==> src/rtl/dcache_pkg.sv <==
// Shared definitions for the direct-mapped write-back data cache:
// controller state encoding and address-field width helpers.
package dcache_pkg;

  typedef enum logic [2:0] {
    IDLE,
    WB_REQ,
    WB_WAIT,
    WB_DRAIN,
    RF_REQ,
    RF_WAIT,
    RF_DRAIN,
    ALLOC
  } state_t;

  // Byte-offset bits below the word index; lines are one word wide.
  localparam int unsigned OFFSET_BITS = 2;

  function automatic int unsigned tag_bits(input int unsigned addr_width,
                                           input int unsigned index_bits);
    return addr_width - index_bits - OFFSET_BITS;
  endfunction

endpackage

==> src/rtl/dcache_array.sv <==
// Tag/data/valid/dirty storage for the direct-mapped cache.
// Asynchronous read, synchronous full-entry write; valid/dirty cleared on reset.
module dcache_array
  import dcache_pkg::*;
#(
  parameter int unsigned INDEX_BITS = 5,
  parameter int unsigned TAG_BITS   = 25,
  parameter int unsigned DATA_WIDTH = 32
) (
  input  logic                  clk,
  input  logic                  rst,
  input  logic [INDEX_BITS-1:0] idx,
  output logic [TAG_BITS-1:0]   rd_tag,
  output logic [DATA_WIDTH-1:0] rd_data,
  output logic                  rd_valid,
  output logic                  rd_dirty,
  input  logic                  wr_en,
  input  logic [TAG_BITS-1:0]   wr_tag,
  input  logic [DATA_WIDTH-1:0] wr_data,
  input  logic                  wr_dirty
);

  localparam int unsigned LINES = 1 << INDEX_BITS;

  logic [TAG_BITS-1:0]   tag_mem  [LINES];
  logic [DATA_WIDTH-1:0] data_mem [LINES];
  logic [LINES-1:0]      valid_q;
  logic [LINES-1:0]      dirty_q;

  // Tag and data survive reset; only the status bits are cleared.
  always_ff @(posedge clk) begin
    if (wr_en) begin
      tag_mem[idx]  <= wr_tag;
      data_mem[idx] <= wr_data;
    end
  end

  always_ff @(posedge clk) begin
    if (rst) begin
      valid_q <= '0;
      dirty_q <= '0;
    end else if (wr_en) begin
      valid_q[idx] <= 1'b1;
      dirty_q[idx] <= wr_dirty;
    end
  end

  assign rd_tag   = tag_mem[idx];
  assign rd_data  = data_mem[idx];
  assign rd_valid = valid_q[idx];
  assign rd_dirty = dirty_q[idx];

endmodule

==> src/rtl/dcache_dm.sv <==
// Direct-mapped, write-back, write-allocate data cache with one-word lines.
// Hits complete combinationally; misses stall the CPU and run the DRAM handshake.
module dcache_dm
  import dcache_pkg::*;
#(
  parameter int unsigned ADDR_WIDTH = 32,
  parameter int unsigned DATA_WIDTH = 32,
  parameter int unsigned INDEX_BITS = 5
) (
  input  logic                  clk,
  input  logic                  rst,
  input  logic                  cpu_req,
  input  logic                  cpu_we,
  input  logic [ADDR_WIDTH-1:0] cpu_addr,
  input  logic [DATA_WIDTH-1:0] cpu_wdata,
  output logic [DATA_WIDTH-1:0] cpu_rdata,
  output logic                  cpu_stall,
  output logic                  mem_cs,
  output logic                  mem_we,
  output logic [ADDR_WIDTH-1:0] mem_addr,
  output logic [DATA_WIDTH-1:0] mem_wdata,
  input  logic [DATA_WIDTH-1:0] mem_rdata,
  input  logic                  mem_ack
);

  localparam int unsigned TAG_BITS = tag_bits(ADDR_WIDTH, INDEX_BITS);

  state_t state, state_nx;

  logic [INDEX_BITS-1:0] idx;
  logic [TAG_BITS-1:0]   cpu_tag;
  logic                  unused_offset;

  logic [TAG_BITS-1:0]   line_tag;
  logic [DATA_WIDTH-1:0] line_data;
  logic                  line_valid;
  logic                  line_dirty;
  logic                  hit;

  logic                  wr_en;
  logic [TAG_BITS-1:0]   wr_tag;
  logic [DATA_WIDTH-1:0] wr_data;
  logic                  wr_dirty;

  assign idx           = cpu_addr[INDEX_BITS+OFFSET_BITS-1:OFFSET_BITS];
  assign cpu_tag       = cpu_addr[ADDR_WIDTH-1:INDEX_BITS+OFFSET_BITS];
  assign unused_offset = ^cpu_addr[OFFSET_BITS-1:0];

  dcache_array #(
    .INDEX_BITS (INDEX_BITS),
    .TAG_BITS   (TAG_BITS),
    .DATA_WIDTH (DATA_WIDTH)
  ) u_array (
    .clk      (clk),
    .rst      (rst),
    .idx      (idx),
    .rd_tag   (line_tag),
    .rd_data  (line_data),
    .rd_valid (line_valid),
    .rd_dirty (line_dirty),
    .wr_en    (wr_en),
    .wr_tag   (wr_tag),
    .wr_data  (wr_data),
    .wr_dirty (wr_dirty)
  );

  assign hit       = line_valid & (line_tag == cpu_tag);
  assign cpu_rdata = line_data;
  assign cpu_stall = ~rst & cpu_req & (~hit | (state != IDLE));

  always_ff @(posedge clk) begin
    if (rst) begin
      state <= IDLE;
    end else begin
      state <= state_nx;
    end
  end

  always_comb begin
    state_nx  = state;
    mem_cs    = 1'b0;
    mem_we    = 1'b0;
    mem_addr  = '0;
    mem_wdata = '0;
    wr_en     = 1'b0;
    wr_tag    = cpu_tag;
    wr_data   = cpu_wdata;
    wr_dirty  = 1'b0;

    case (state)
      IDLE: begin
        if (cpu_req) begin
          if (hit) begin
            if (cpu_we) begin
              wr_en    = 1'b1;
              wr_dirty = 1'b1;
            end
          end else if (line_valid && line_dirty) begin
            state_nx = WB_REQ;
          end else if (cpu_we) begin
            state_nx = ALLOC;
          end else begin
            state_nx = RF_REQ;
          end
        end
      end

      WB_REQ: begin
        mem_cs    = 1'b1;
        mem_we    = 1'b1;
        mem_addr  = {line_tag, idx, {OFFSET_BITS{1'b0}}};
        mem_wdata = line_data;
        state_nx  = WB_WAIT;
      end

      // The victim entry is not written until ack, so address/data stay stable.
      WB_WAIT: begin
        mem_we    = 1'b1;
        mem_addr  = {line_tag, idx, {OFFSET_BITS{1'b0}}};
        mem_wdata = line_data;
        if (mem_ack) begin
          wr_en    = 1'b1;
          wr_tag   = line_tag;
          wr_data  = line_data;
          wr_dirty = 1'b0;
          state_nx = WB_DRAIN;
        end
      end

      WB_DRAIN: begin
        if (!mem_ack) begin
          state_nx = cpu_we ? ALLOC : RF_REQ;
        end
      end

      RF_REQ: begin
        mem_cs   = 1'b1;
        mem_addr = {cpu_tag, idx, {OFFSET_BITS{1'b0}}};
        state_nx = RF_WAIT;
      end

      RF_WAIT: begin
        mem_addr = {cpu_tag, idx, {OFFSET_BITS{1'b0}}};
        if (mem_ack) begin
          wr_en    = 1'b1;
          wr_data  = mem_rdata;
          wr_dirty = 1'b0;
          state_nx = RF_DRAIN;
        end
      end

      RF_DRAIN: begin
        if (!mem_ack) begin
          state_nx = IDLE;
        end
      end

      ALLOC: begin
        wr_en    = 1'b1;
        wr_dirty = 1'b1;
        state_nx = IDLE;
      end

      default: state_nx = IDLE;
    endcase

    if (rst) begin
      mem_cs    = 1'b0;
      mem_we    = 1'b0;
      mem_addr  = '0;
      mem_wdata = '0;
      wr_en     = 1'b0;
    end
  end

endmodule
==> config.mk <==
export PLATFORM = sky130hd
export DESIGN_NAME = dcache_dm
export DESIGN_NICKNAME = d
export VERILOG_FILES = /design/src/rtl/dcache_pkg.sv /design/src/rtl/dcache_array.sv /design/src/rtl/dcache_dm.sv
export SDC_FILE = /design/constraint.sdc
export NUM_CORES = 2
export LEC_CHECK = 0
export ABC_AREA = 1
export CAP_MARGIN = 20
export CORE_UTILIZATION = 65
export DETAILED_ROUTE_END_ITERATION = 16
export PLACE_DENSITY_LB_ADDON = 0.3
export SETUP_SLACK_MARGIN = 0.02
export SYNTH_ARGS = -nofsm -noshare
export SYNTH_HDL_FRONTEND = slang
export SYNTH_SLANG_ARGS = --single-unit
==> constraint.sdc <==
create_clock -name clk -period 13.3 [get_ports clk]
set_input_delay 3.99 -clock clk [delete_from_list [all_inputs] [get_ports clk]]
set_output_delay 3.99 -clock clk [all_outputs]
set_load 0.02 [all_outputs]
Word level (Yosys, flattened, before mapping):

Memory sizes are Yosys's and may differ from the RTL's.
Index checks and enable logic that the tools add are counted.

* bits in registers: 67
* bits in latches: 0
* memory bits (writable): 1824
* ROM bits: 0
* output and inout port bits: 99
* logic and storage cells: 75
* memories: 2

Memories
* u_array.data_mem: words 32, width 32, rd ports 1, clocked after memory_dff 0, write ports 1, RTL line dcache_array.sv:26 `logic [DATA_WIDTH-1:0] data_mem [LINES];`
* u_array.tag_mem: words 32, width 25, rd ports 1, clocked after memory_dff 0, write ports 1, RTL line dcache_array.sv:25 `logic [TAG_BITS-1:0] tag_mem [LINES];`

* add/subtract/negate cells: 0
* multiply operators: 0
* div/mod/pow operators: 0
* magnitude comparators: 2
* eq/ne operators: 14
* shift-type cells: 0
* mux-type cells: 38
* bitwise operators: 7
* reductions and logical operators: 9

Operator list (number)
* $mux W32: 5
* $pmux W32 S2: 2
* $mux W25: 2
* $bwmux W32: 1
* $or A32 B32 Y32: 1
* $eq A25 B25 Y1: 1
* $pmux W3 S8: 1
* $mux W3: 7
* $mux W1: 14
* $eq A3 B3 Y1 const B: 4
* $ne A2 B2 Y1 const B: 6
* $bmux W1 S5: 2
* $reduce_or A2 Y1: 4
* $eq A3 B2 Y1 const B: 2
* $lt A5 B6 Y1 const B: 1
* $reduce_and A6 Y1: 1
* $demux W1 S5: 1
* $ge A5 B1 Y1 const B: 1
* $and A1 B1 Y1: 3
* $eq A3 B1 Y1 const B: 1
* $logic_not A3 Y1: 1
* $pmux W1 S3: 1
* $reduce_bool A3 Y1: 1
* $logic_and A1 B1 Y1: 2
* 4 further kinds: 5

Depth between registers and ports, before layout:

* word-level depth: 9
* gate-level depth with buffers: 24
* mapped depth without buffers: 20

Cells and area by module:

A second synthesis with hierarchy kept.

* cell total of the unflattened synthesis: 8121
* area total of the unflattened synthesis: 80648.6 um^2

Modules (own cells, without submodules)
* dcache_array: instances 1, cells each 7625, area an instance 78212.5 um^2, seq. area each 56053.8 um^2
* dcache_dm: instances 1, cells each 496, area an instance 2436.1 um^2, seq. area each 60.1 um^2

Worst setup path before layout:

OpenSTA, ideal clock, no wires.

* path type: input -> output
* start: input port cpu_addr[2]
* end: output port mem_wdata[31]
* arrival: 6.342 ns
* data required time: 9.310 ns
* slack: 2.968 ns
* cell stages on the path: 14
* path buffers: 5
* cell sequence: buf_2 -> inv_2 -> nand2_2 -> inv_2 -> buf_2 -> clkbuf_1 -> clkbuf_1 -> clkbuf_1 -> a22oi_1 -> a21oi_1 -> nor3_1 -> nand4_1 -> nand2_1 -> nor2_1

* longest elaborated chain between the ends: 3

Ends and longest elaborated chain
* start, declared: RTL line dcache_dm.sv:14 `input logic [ADDR_WIDTH-1:0] cpu_addr,`
* $mem_v2 Z32 W32
* named net cpu_rdata[31]: RTL line dcache_dm.sv:16 `output logic [DATA_WIDTH-1:0] cpu_rdata,`
* $mux W32: RTL line dcache_dm.sv:90 `case (state)`
* $mux W32: RTL line dcache_dm.sv:167 `if (rst) begin`
* end, declared: RTL line dcache_dm.sv:21 `output logic [DATA_WIDTH-1:0] mem_wdata,`

The timed path passes the listed nets, and every way through them passes these cells.

Worst setup path after layout:

* start: input port cpu_addr[2]
* end: output port cpu_rdata[6]

* longest elaborated chain between the ends: 1

Ends and longest elaborated chain (RTL line)
* $mem_v2 Z32 W32
* end, declared: dcache_dm.sv:16

No other way between the ends.

==> metrics.csv <==
metric;value;unit
clockPowerShare;36.9;%
final_common_cell;nand2_1;
h-tree-depth;4;
syn_area;75900;um^2
fin_skew;34.4;ps
die_x;344;um
hold_violations;0;
worstPathMaxFanout;135;
avgSynthCellArea;12.2;um^2
critPathKind;in2out;
gp_congestion;0.887;
p_sw_share;24.8;%
crit_buf_inv;6;
pin_count;200;
clk_latency;820;ps
dp_hpwl;110000;um
setup-tns-final;0;ps
setup-violations-final;0;
clk_pin_slew_worst_paths;60;ps
grt_overflow_total;0;
cts_buffers;181;
p_int;0.0101;W
grt_max_degree;136;
area_delta_synth_final;12.9;%
cp-start-kind;input port;
end_kind;primary output;
cts_hold_buf;0;
cts_sinks;1891;
crit_slowest_cell;buf_4;
p_per_area;156;nW/um^2
cp_common_cell;buf_4;
nets;6501;
dieArea;118000;um^2
finalCriticalPeriod;12280;ps
final_area;85700;um^2
initial_core_util;65.4;%
io_buffers;195;
drcViolationCount;0;
vias;52500;
rows;125;
ant_nets;0;
cts_buffer_depth;3;
cts-root-buf;clkbuf_16;
die_h;344;um
final_util;73.8;%
synthesis.yosys.warnings;0;
maxSlewViolCount;0;
ys_seq_area_share;73.9;%
drt_first_pass_iters;8;
drt-initial-drc-count;8201;
power.ir.vdd_worst;0.140;mV
grt_antenna_before_repair;2;
pwr-share-seq;52.0;%
cts_setup_buffers;0;
dpl_worst_slack;1200;ps
p_switching;0.00331;W
ys_seq_elements;1891;
grt_pass1_vias;49500;
drt-wirelength-per-cell;26.9;um
crit_family;buffers and inverters;
cts_resized;0;
vias_per_cell;6.50;
final_cell_mix;nand2_1, edfxtp_1, a22oi_1;
drive_gt1_share;9.04;%
pwr-share-comb;11.1;%
path_cells;buf_8 -> buf_4 -> nor2_4 -> buf_12 -> buf_4 -> a22oi_1 -> a21oi_1 -> or2_2 -> nor4_1 -> inv_1 -> clkdlybuf4s50_1;
slew_headroom;18.3;%
rsz0062_at_grt;false;
syn_inst;6213;
finalWorstSetupSlack;1020;ps
slowest_delay;880;ps
hold_class;reg2reg;
synth_cell_types;33;
dpl-instance-area;79800;um^2
n_antenna_cell;0;
fin_crit_sh;92.4;%
cap_violations;0;
grt_pass1_wl;311000;um
grt_usage;36.4;%
leakagePower;31.4;nW
tightest_slew;1220;ps
status;finished, final reports clean;
wirelength;217000;um
max_freq;81.4;MHz
tritoncts;done;
core-area;116000;um^2
cp_data_arrival_time;8290;ps
crit_required;9310;ps
sequential cells by signal, summed over array words and instances (netlist names):
signal / cells
u_array.tag_mem: 800
u_array.valid_q: 32
u_array.data_mem: 1024
state: 3
u_array.dirty_q: 32
synth_stat cells:
cell / count / share of area (%)
buf_4: 2 / 0.020
inv_1: 201 / 0.99
nand2_2: 2 / 0.016
dfxtp_1: 67 / 1.8
o221ai_1: 2 / 0.023
inv_2: 7 / 0.035
clkbuf_1: 209 / 1.0
nor3_4: 1 / 0.021
o21ai_0: 67 / 0.44
a22oi_1: 514 / 5.1
nor4_1: 33 / 0.27
nor2_2: 1 / 0.0082
nor2_1: 196 / 0.97
nor3_2: 4 / 0.053
nand4_1: 36 / 0.30
buf_6: 4 / 0.059
a31oi_1: 11 / 0.091
clkinv_1: 6 / 0.030
a22o_1: 1 / 0.012
a21oi_2: 1 / 0.012
a21oi_1: 268 / 1.8
or2_2: 74 / 0.61
nand3_1: 171 / 1.1
nand2_1: 2272 / 11
a21o_1: 34 / 0.34
buf_2: 94 / 0.62
conb_1: 1 / 0.0049
o22ai_1: 13 / 0.11
a2111oi_0: 2 / 0.023
edfxtp_1: 1824 / 72
nand3_2: 31 / 0.41
nor3_1: 26 / 0.17
buf_1: 38 / 0.19
stage by stage:
| stage | power (W) | hold WS, ps | std cells |
|---|---|---|---|
| CTS | 0.0133 | 449 | 8059 |
| global route | 0.0137 | 471 | 8074 |
| global placement | 0.00842 | 437 | 7725 |
| detailed placement | 0.00848 | 440 | 7726 |
| floorplan | 0.00787 | 430 | 6214 |
| finish | 0.0134 | 450 | 8074 |
worst register-to-register path, stage by stage (launching register included):
cell	delay [ps]
dfxtp_1	430
inv_1	110
nor3_2	160
buf_4	490
nor2_1	430
buf_4	290
nor2_2	90
buf_4	380
inv_1	180
nand3_2	800
nand3_2	270
inv_4	750
buf_4	740
power by group through the flow:
| stage | Combinational, W | Clock (W) | Sequential (W) |
|---|---|---|---|
| after floorplan | 0.000782 | 0 | 0.00709 |
| after global placement | 0.00134 | 0 | 0.00708 |
| after detailed placement | 0.00139 | 0 | 0.00709 |
| after CTS | 0.00140 | 0.00492 | 0.00696 |
| after global routing | 0.00157 | 0.00515 | 0.00695 |
| final | 0.00148 | 0.00494 | 0.00695 |
area by class of cell:
class / instances / area, um^2
clock buffer: 232 / 4800
clock inverter: 101 / 795
fill: 7040 / 30400
inverter: 214 / 912
multi-input combinational: 3762 / 17700
sequential: 1891 / 56100
tap: 1524 / 1910
timing repair buffer: 350 / 3420
cells by family after synthesis:
kind of cell / Yosys count / synth area share, %
AOI/OAI and AO/OA: 913 / 7.90
buffers and inverters: 561 / 2.98
DFF: 1891 / 73.9
other: 1 / 0.00494
and+or+nand+nor: 2847 / 15.2
metal layers:
layer | global-route usage [%] | vias up | routed length [um]
met3 | 6.95 | 749 | 28100
met1 | 48.5 | 25100 | 75600
met2 | 57.1 | 4234 | 101000
met5 | 0 | - | 13
met4 | 20.5 | 2 | 12900
li1 | - | 22400 | -
path summary, 6_finish.rpt:
kind | slack (ps) | to | cells after the start | startpoint
setup / recovery | 1020 | cpu_rdata[6] | 11 | cpu_addr[2]
hold / removal | 450 | u_array.valid_q[14] | 2 | u_array.valid_q[14]
setup reg to reg | 7790 | u_array.tag_mem[6][18] | 12 | state[2]
hold reg to reg | 450 | u_array.valid_q[14] | 2 | u_array.valid_q[14]
No activity file was read; power rests on OpenSTA's default activity.
